<file path="src/rtl/alu_pkg.sv">
// Shared widths, opcodes and operand/result types for the FIR arithmetic unit.
package alu_pkg;

    localparam int DW  = 16;      // operand width
    localparam int RW  = 2 * DW;  // result width
    localparam int NPP = DW / 2;  // radix-4 Booth partial products

    typedef logic signed [DW-1:0] operand_t;
    typedef logic signed [RW-1:0] result_t;

    typedef enum logic [1:0] {
        OP_ADD = 2'b00,
        OP_MUL = 2'b01,
        OP_SUB = 2'b10,
        OP_MAC = 2'b11
    } op_t;

    // Sign-extend an operand to the result width.
    function automatic result_t sext(input operand_t v);
        return {{(RW-DW){v[DW-1]}}, v};
    endfunction

endpackage

</file>
<file path="src/rtl/alu_mult16s.sv">
// Combinational signed 16x16 -> 32 multiplier: radix-4 Booth recoding of b
// into eight partial products of a, summed by a three-level adder tree.
// The full product always fits in 32 bits, so the modulo-2^32 sum is exact.
module mult16s
    import alu_pkg::*;
(
    input  operand_t a_i,
    input  operand_t b_i,
    output result_t  p_o
);

    result_t pp   [NPP];
    result_t lvl1 [NPP/2];
    result_t lvl2 [NPP/4];

    // Booth recoding: each overlapping 3-bit group of {b, 0} selects 0, +-a or +-2a.
    always_comb begin
        logic [DW:0]  b_ext;
        logic [2:0]   grp;
        result_t      a_ext;
        result_t      a_x2;
        result_t      mag;
        b_ext = {b_i, 1'b0};
        a_ext = sext(a_i);
        a_x2  = a_ext <<< 1;
        grp   = 3'b000;
        mag   = '0;
        for (int i = 0; i < NPP; i++) begin
            grp = b_ext[2*i+2 -: 3];
            case (grp)
                3'b001, 3'b010: mag = a_ext;
                3'b011:         mag = a_x2;
                3'b100:         mag = -a_x2;
                3'b101, 3'b110: mag = -a_ext;
                default:        mag = '0;
            endcase
            pp[i] = mag <<< (2 * i);
        end
    end

    // Adder tree: 8 -> 4 -> 2 -> 1.
    always_comb begin
        for (int i = 0; i < NPP/2; i++) begin
            lvl1[i] = pp[2*i] + pp[2*i+1];
        end
        for (int i = 0; i < NPP/4; i++) begin
            lvl2[i] = lvl1[2*i] + lvl1[2*i+1];
        end
        p_o = lvl2[0] + lvl2[1];
    end

endmodule

</file>
<file path="src/rtl/alu.sv">
// Two-stage signed arithmetic unit for the FIR datapath. Stage 1 registers
// the operands and opcode; stage 2 computes ADD/SUB/MUL/MAC and registers the
// result. The result register doubles as the MAC accumulator, so any non-MAC
// op overwrites (seeds or clears) it. MAC wraps modulo 2^32.
module alu
    import alu_pkg::*;
(
    input  logic          clk,
    input  logic          rst,     // synchronous, active low
    input  logic [DW-1:0] a,
    input  logic [DW-1:0] b,
    input  logic [1:0]    op_sel,
    output logic [RW-1:0] result
);

    operand_t a_q, b_q;
    op_t      op_q;
    result_t  result_q, result_d;
    result_t  prod;

    mult16s u_mult (
        .a_i (a_q),
        .b_i (b_q),
        .p_o (prod)
    );

    // Stage 1: capture operands and opcode; reset parks the op on ADD 0+0.
    always_ff @(posedge clk) begin
        if (!rst) begin
            a_q  <= '0;
            b_q  <= '0;
            op_q <= OP_ADD;
        end else begin
            a_q  <= operand_t'(a);
            b_q  <= operand_t'(b);
            op_q <= op_t'(op_sel);
        end
    end

    // Stage 2 compute: select the operation on the stage-1 registers.
    always_comb begin
        result_d = '0;
        case (op_q)
            OP_ADD:  result_d = sext(a_q) + sext(b_q);
            OP_SUB:  result_d = sext(a_q) - sext(b_q);
            OP_MUL:  result_d = prod;
            OP_MAC:  result_d = result_q + prod;
            default: result_d = '0;
        endcase
    end

    // Stage 2 register: result / accumulator, cleared by reset.
    always_ff @(posedge clk) begin
        if (!rst) begin
            result_q <= '0;
        end else begin
            result_q <= result_d;
        end
    end

    assign result = result_q;

endmodule

</file>
<file path="config.mk">
export PLATFORM = sky130hd
export DESIGN_NAME = alu
export DESIGN_NICKNAME = d
export VERILOG_FILES = /design/src/rtl/alu_pkg.sv /design/src/rtl/alu_mult16s.sv /design/src/rtl/alu.sv
export SDC_FILE = /design/constraint.sdc
export NUM_CORES = 1
export LEC_CHECK = 0
export CAP_MARGIN = 25
export CORE_UTILIZATION = 60
export DETAILED_ROUTE_END_ITERATION = 10
export HOLD_SLACK_MARGIN = 0.15
export PLACE_DENSITY = 0.77
export SLEW_MARGIN = 20
export SYNTH_ARGS = -nofsm -noshare
export SYNTH_HDL_FRONTEND = slang
export SYNTH_SLANG_ARGS = --single-unit
</file>
<file path="constraint.sdc">
create_clock -name clk -period 13.7 [get_ports clk]
set_input_delay 2.74 -clock clk [delete_from_list [all_inputs] [get_ports clk]]
set_output_delay 2.74 -clock clk [all_outputs]
set_load 0.01 [all_outputs]
</file>
* Word level (Yosys, flattened, before mapping) *
Cells that the tools add are included.
Widths: inputs -> output; s select.

word-level totals
  flip-flop bits (word level) = 66
  bits in latches = 0
  RAM bits = 0
  bits in read-only memories = 0
  output and inout port bits = 32
  logic and storage cells = 88
  memories = 0

operators by class
  add/sub/neg operators = 12
  multiply operators = 0
  divide/modulo/power cells = 0
  order comparisons = 0
  eq/ne operators = 48
  shift operators = 0
  mux-type cells = 9
  bitwise operators = 0
  reductions and logical operators = 15

operators with widths
  kind                number
  $add 32x32->32      8
  $pmux 32 s4         1
  $pmux 30 s4         1
  $pmux 28 s4         1
  $pmux 26 s4         1
  $pmux 24 s4         1
  $pmux 32 s3         1
  $pmux 22 s4         1
  $pmux 20 s4         1
  $pmux 18 s4         1
  $eq 3x3->1 const B  21
  $eq 3x2->1 const B  14
  $neg 16->32         1
  $neg 17->32         1
  $reduce_or 2->1     14
  $eq 3x1->1 const B  7
  $add 16x16->17      1
  $sub 16x16->17      1
  $eq 2x2->1 const B  4
  $eq 2x1->1 const B  2
  $logic_not 2->1     1

* Depth between registers and ports, before layout *
  depth in word-level cells = 8
  gate-level depth with buffers = 44
  gate-level depth less buffers = 39

* Hierarchy *
A second synthesis with hierarchy kept.

second synthesis, totals
  cell total of the unflattened synthesis = 2,317
  area, all modules = 16,683.5 um^2

by module, submodules not included
  module   instances  cells an instance  area an instance (um^2)  seq. area each (um^2)
  mult16s  1          1,615              11,025.6                 0.0
  alu      1          702                5,657.9                  1,321.3

* Least setup slack after synthesis *
Ideal clock, no wire load.

  path type = register to register
  from = register a_q[1]
  to = register result_q[31], in the netlist result[31]
  arrival = 8.726 ns
  path slack = 4.858 ns
  stages on the path, launching flop included = 42
  path buffers = 5
  period minus slack after synthesis = 8.842 ns
  path through = dfxtp_1 > clkbuf_1 > inv_1 > ha_1 > buf_2 > nor4b_2 > nand2b_1 > or3_1 > clkbuf_1 > or3_1 > clkbuf_1 > xnor2_1 > clkbuf_1 > nor2_1 > a21oi_1 > o22ai_1 > a21oi_1 > fa_1 > [... 6 more ...] > o21bai_1 > a31oi_1 > o21ai_0 > a21oi_1 > o21bai_1 > a21oi_1 > xnor2_1 > ha_1 > a21o_1 > a21oi_1 > nand3_1 > o21ai_0 > o311a_1 > nor3_1 > a211o_1 > xnor3_1 > a21oi_1 > nor2b_1

on the way
  word-level cells in the longest chain between the ends = 7
  elaborated cells between the ends (all ways) = 21
  classes of those cells = 12 x add/sub; 9 x mux

ends and longest elaborated chain
  item                                               RTL line                              text
  start, declared                                    alu.sv:16                             operand_t a_q, b_q;
  start signal, assigned                             alu.sv:34                             a_q <= operand_t'(a);
  $neg 17->32 / $neg 16->32 (equally long branches)  alu_mult16s.sv:33, alu_mult16s.sv:34
  $pmux 30 s4 (tied with other cells)                alu_mult16s.sv:30                     case (grp)
  $add 32x32->32                                     alu_mult16s.sv:44                     lvl1[i] = pp[2*i] + pp[2*i+1];
  $add 32x32->32                                     alu_mult16s.sv:47                     lvl2[i] = lvl1[2*i] + lvl1[2*i+1];
  $add 32x32->32                                     alu_mult16s.sv:49                     p_o = lvl2[0] + lvl2[1];
  $add 32x32->32                                     alu.sv:47                             OP_MAC: result_d = result_q + prod;
  $pmux 32 s4 (*)                                    alu.sv:43                             case (op_q)
  end signal, assigned                               alu.sv:57                             result_q <= result_d;
  end, declared                                      alu.sv:18                             result_t result_q, result_d;

Mark *: on every way between the ends. The rest lies on a longest branch, timed or not.
A chain may end at the register's enable or synchronous reset.

* Worst setup path after layout *
Ends and elaborated chain as after synthesis.

==> metrics <==
DR vias between 15,000 and 20,000; layout overhead on the synthesized area 6.85%; most common cell after layout, fill and taps aside nand2_1; status completed; crit path launch type flip-flop; register area share after synthesis 8.04%; Mapped Nets approximately 2,500; reg2reg path depth 37; Static Leak ~7.6 nW; Clk pin slew, worst setup/hold paths 0.06 ns; final setup TNS 0 ns; num rows 60; count of final setup violators 0; Routed Antenna Nets 0; gr ovfl total 0; Req. time, crit path 13.94 ns; Worst EP arrival ~11 ns; EDFF count, synth 0; main combinational cell family by area after synthesis compound AO/OA/AOI/OAI gates; Synth Flop Type dfxtp_1; fin crit share approximately three quarters; part of the power in registers under 10%; synth unique cells 76; clk_skew between 0.01 and 0.015 ns; I/O Pins between 60 and 70; setup repair bufs after CTS 0; RSZ-0062 raised after global routing false; Syn Std Cell Area roughly 16,000 um2; HP Class reg2reg; TritonCTS Sinks 66; HP Start op_q[1]$_SDFF_PN0_; first-pass GRT wire length 94,400 um; IO buf count 67; Gate power share between 80% and 90%; asr flop ratio synth 0%; Worst Setup End Kind flip-flop; clock root buffer clkbuf_16; Sw Ratio 54.6%; max_slew headroom 27.8%; Power Dens Cells around 270 nW/um2; nets roughly 2,500; Die W ~170 um; worst reg2reg path endpoint result[31]$_SDFF_PN0_; DRC Markers 0; Pint between 2 and 2.5 mW; worst reg2reg setup slack 3.16 ns; GRT Util Overall 43.5%; Die Ht 167 um; Synth Area in Simple Gates about 16%; number of global-route vias before repair 16,300; die footprint between 20,000 and 30,000 um2; max-cap violations 0; XOR/XNOR Fraction of Synth Area between 7 and 8%; Max stage delay on crit path roughly 0.56 ns; Crit-path slowest cell or3_1; DP HPWL 44,200 um; Stages on worst setup path 37; first drt pass iteration count 6; 1st-iter DRT viols 2,340; WP buf/inv 5; f_max 94.9 MHz; Tmin final around 11 ns; DR WL/cell around 24 um; critical path startpoint a_q[1]$_SDFF_PN0_; Post-Synthesis Cells 2,251; Syn Area/Cell between 7 and 8 um2; RD Place Congestion between 1 and 1.5; hold buffers post-CTS 0; Synth Area in Compound Gates about 29%; largest net degree at the start of global routing 69; most frequent cells in the layout nand2_1, inv_1, a21oi_1; latest clock arrival within the worst-skew pair roughly 0.34 ns; Yosys reg bits 66; H-tree depth 3; worst hold slack a little under 0.8 ns; CP Capture Point result[31]$_SDFF_PN0_; Core Box Area 26,900 um2; Fin. Hold Viols 0; RR Startpoint a_q[1]$_SDFF_PN0_; Psw 2.59 mW; Vias/cell 6.89; Largest delay share family, worst path adder cells; max-slew violations 0; Yosys warnings 0; CTS max path bufs 2; Tightest Pin Transition between 1 and 1.5 ns; routed wire length 61,300 um; Critical Path Fanout Max 14; Max rail drop VDD 0.000402 V; initial antenna violation count 2; post-synthesis adder-cell area fraction between 20% and 30%; CTS tree built; Crit Path Category reg2reg; mux cell area share after synthesis under 10%; share of cells above drive strength 1 under 10%; TritonCTS Buffers 9; initial core utilization between 60% and 70%; clock power share 5.4%; post-cts gate resize count 0
## kinds of logic after synthesis
| logic type | after synthesis |
|---|---|
| buffers and inverters | 403 |
| multiplexers | 71 |
| AND/OR/NAND/NOR | 589 |
| XOR/XNOR | 144 |
| adder cells (fa/ha/maj) | 246 |
| flip-flops | 66 |
| AO/OA/AOI/OAI | 732 |
## flip-flops by register name (all words and copies together) (netlist names)
register / cells
b_q: 16
result: 32
op_q: 2
a_q: 16
## worst min-delay path by stage
stage,end,cells past startpoint,slack [ns]
after floorplan,result[15]$_SDFF_PN0_,4,0.62
after global placement,result[10]$_SDFF_PN0_,2,0.74
after detailed placement,result[8]$_SDFF_PN0_,2,0.77
after CTS,result[20]$_SDFF_PN0_,3,0.79
after global routing,result[31]$_SDFF_PN0_,3,0.82
final,result[8]$_SDFF_PN0_,2,0.78
## worst reg2reg max path: cells and delay by family (launching register included)
family / cells / cell delay [ns]
buffers and inverters: 5 / 0.74
and+or+nand+nor: 9 / 2.41
AOI/OAI and AO/OA: 13 / 3.04
adders and majority gates: 7 / 3.16
xor gates and xnor gates: 3 / 0.62
DFF: 1 / 0.49
## cell usage after synthesis, drive strengths merged (7+ instances only)
cell	count	share of area (%)
nand2	228	5.2
inv	212	4.8
a21oi	208	6.4
nor2	169	3.9
o21ai	163	5.0
clkbuf	153	3.5
fa	134	16
ha	112	8.5
xnor2	99	5.3
dfxtp	66	8.0
mux2i	57	3.5
a221oi	53	2.9
and2	52	2.0
xor2	43	2.3
a211oi	42	1.9
buf	35	0.92
a21o	34	1.6
a31oi	34	1.3
o211ai	32	1.5
nor3	29	0.91
o22ai	29	1.1
nand3	24	0.73
o21bai	20	0.91
a22oi	18	0.82
nor2b	18	0.69
nand2b	17	0.65
o21a	16	0.73
o31ai	13	0.62
nor4	11	0.64
o41ai	10	0.53
or2	10	0.38
or3	9	0.34
mux4	8	1.1
o31a	8	0.43
nand4	7	0.27
o221ai	7	0.37
## routing by layer
metal / global-route usage [%] / up-vias / wire [um]
met5: 0 / - / 0
met4: 19.3 / 0 / 3100
met3: 13.0 / 257 / 8410
met2: 65.1 / 1304 / 26400
met1: 57.7 / 8230 / 23400
li1: - / 7726 / -
## power groups by stage
stage / clock network (mW) / logic, mW / registers [mW]
after floorplan: 0 / 3.16 / 0.259
after global placement: 0 / 4.06 / 0.255
after detailed placement: 0 / 4.12 / 0.254
after CTS: 0.256 / 4.17 / 0.251
after global routing: 0.265 / 4.63 / 0.254
final: 0.255 / 4.23 / 0.251
## per-stage QoR
| stage | setup WS (ns) | total power, mW | std cells | util [%] | instance area, um2 |
|---|---|---|---|---|---|
| 2_1_floorplan | 4.86 | 3.42 | 2251 | - | 16400 |
| 3_3_place_gp | 3.73 | 4.32 | 2524 | 64.0 | 17200 |
| 3_5_place_dp | 3.38 | 4.38 | 2524 | 64.0 | 17200 |
| 4_1_cts | 3.33 | 4.68 | 2540 | 65.2 | 17500 |
| 5_1_grt | 2.54 | 5.15 | 2542 | 65.3 | 17600 |
| 6_report | 3.16 | 4.74 | 2544 | 65.3 | 17600 |
## final cells by class
cell class | count | area (um2)
sequential | 66 | 1330
tap | 341 | 427
multi-input combinational | 1782 | 13600
inverter | 215 | 807
timing repair buffer | 122 | 1090
clock buffer | 11 | 233
fill | 2411 | 9320
antenna | 2 | 5.00
clock inverter | 5 | 78.8
No activity file was read; power rests on OpenSTA's default activity.
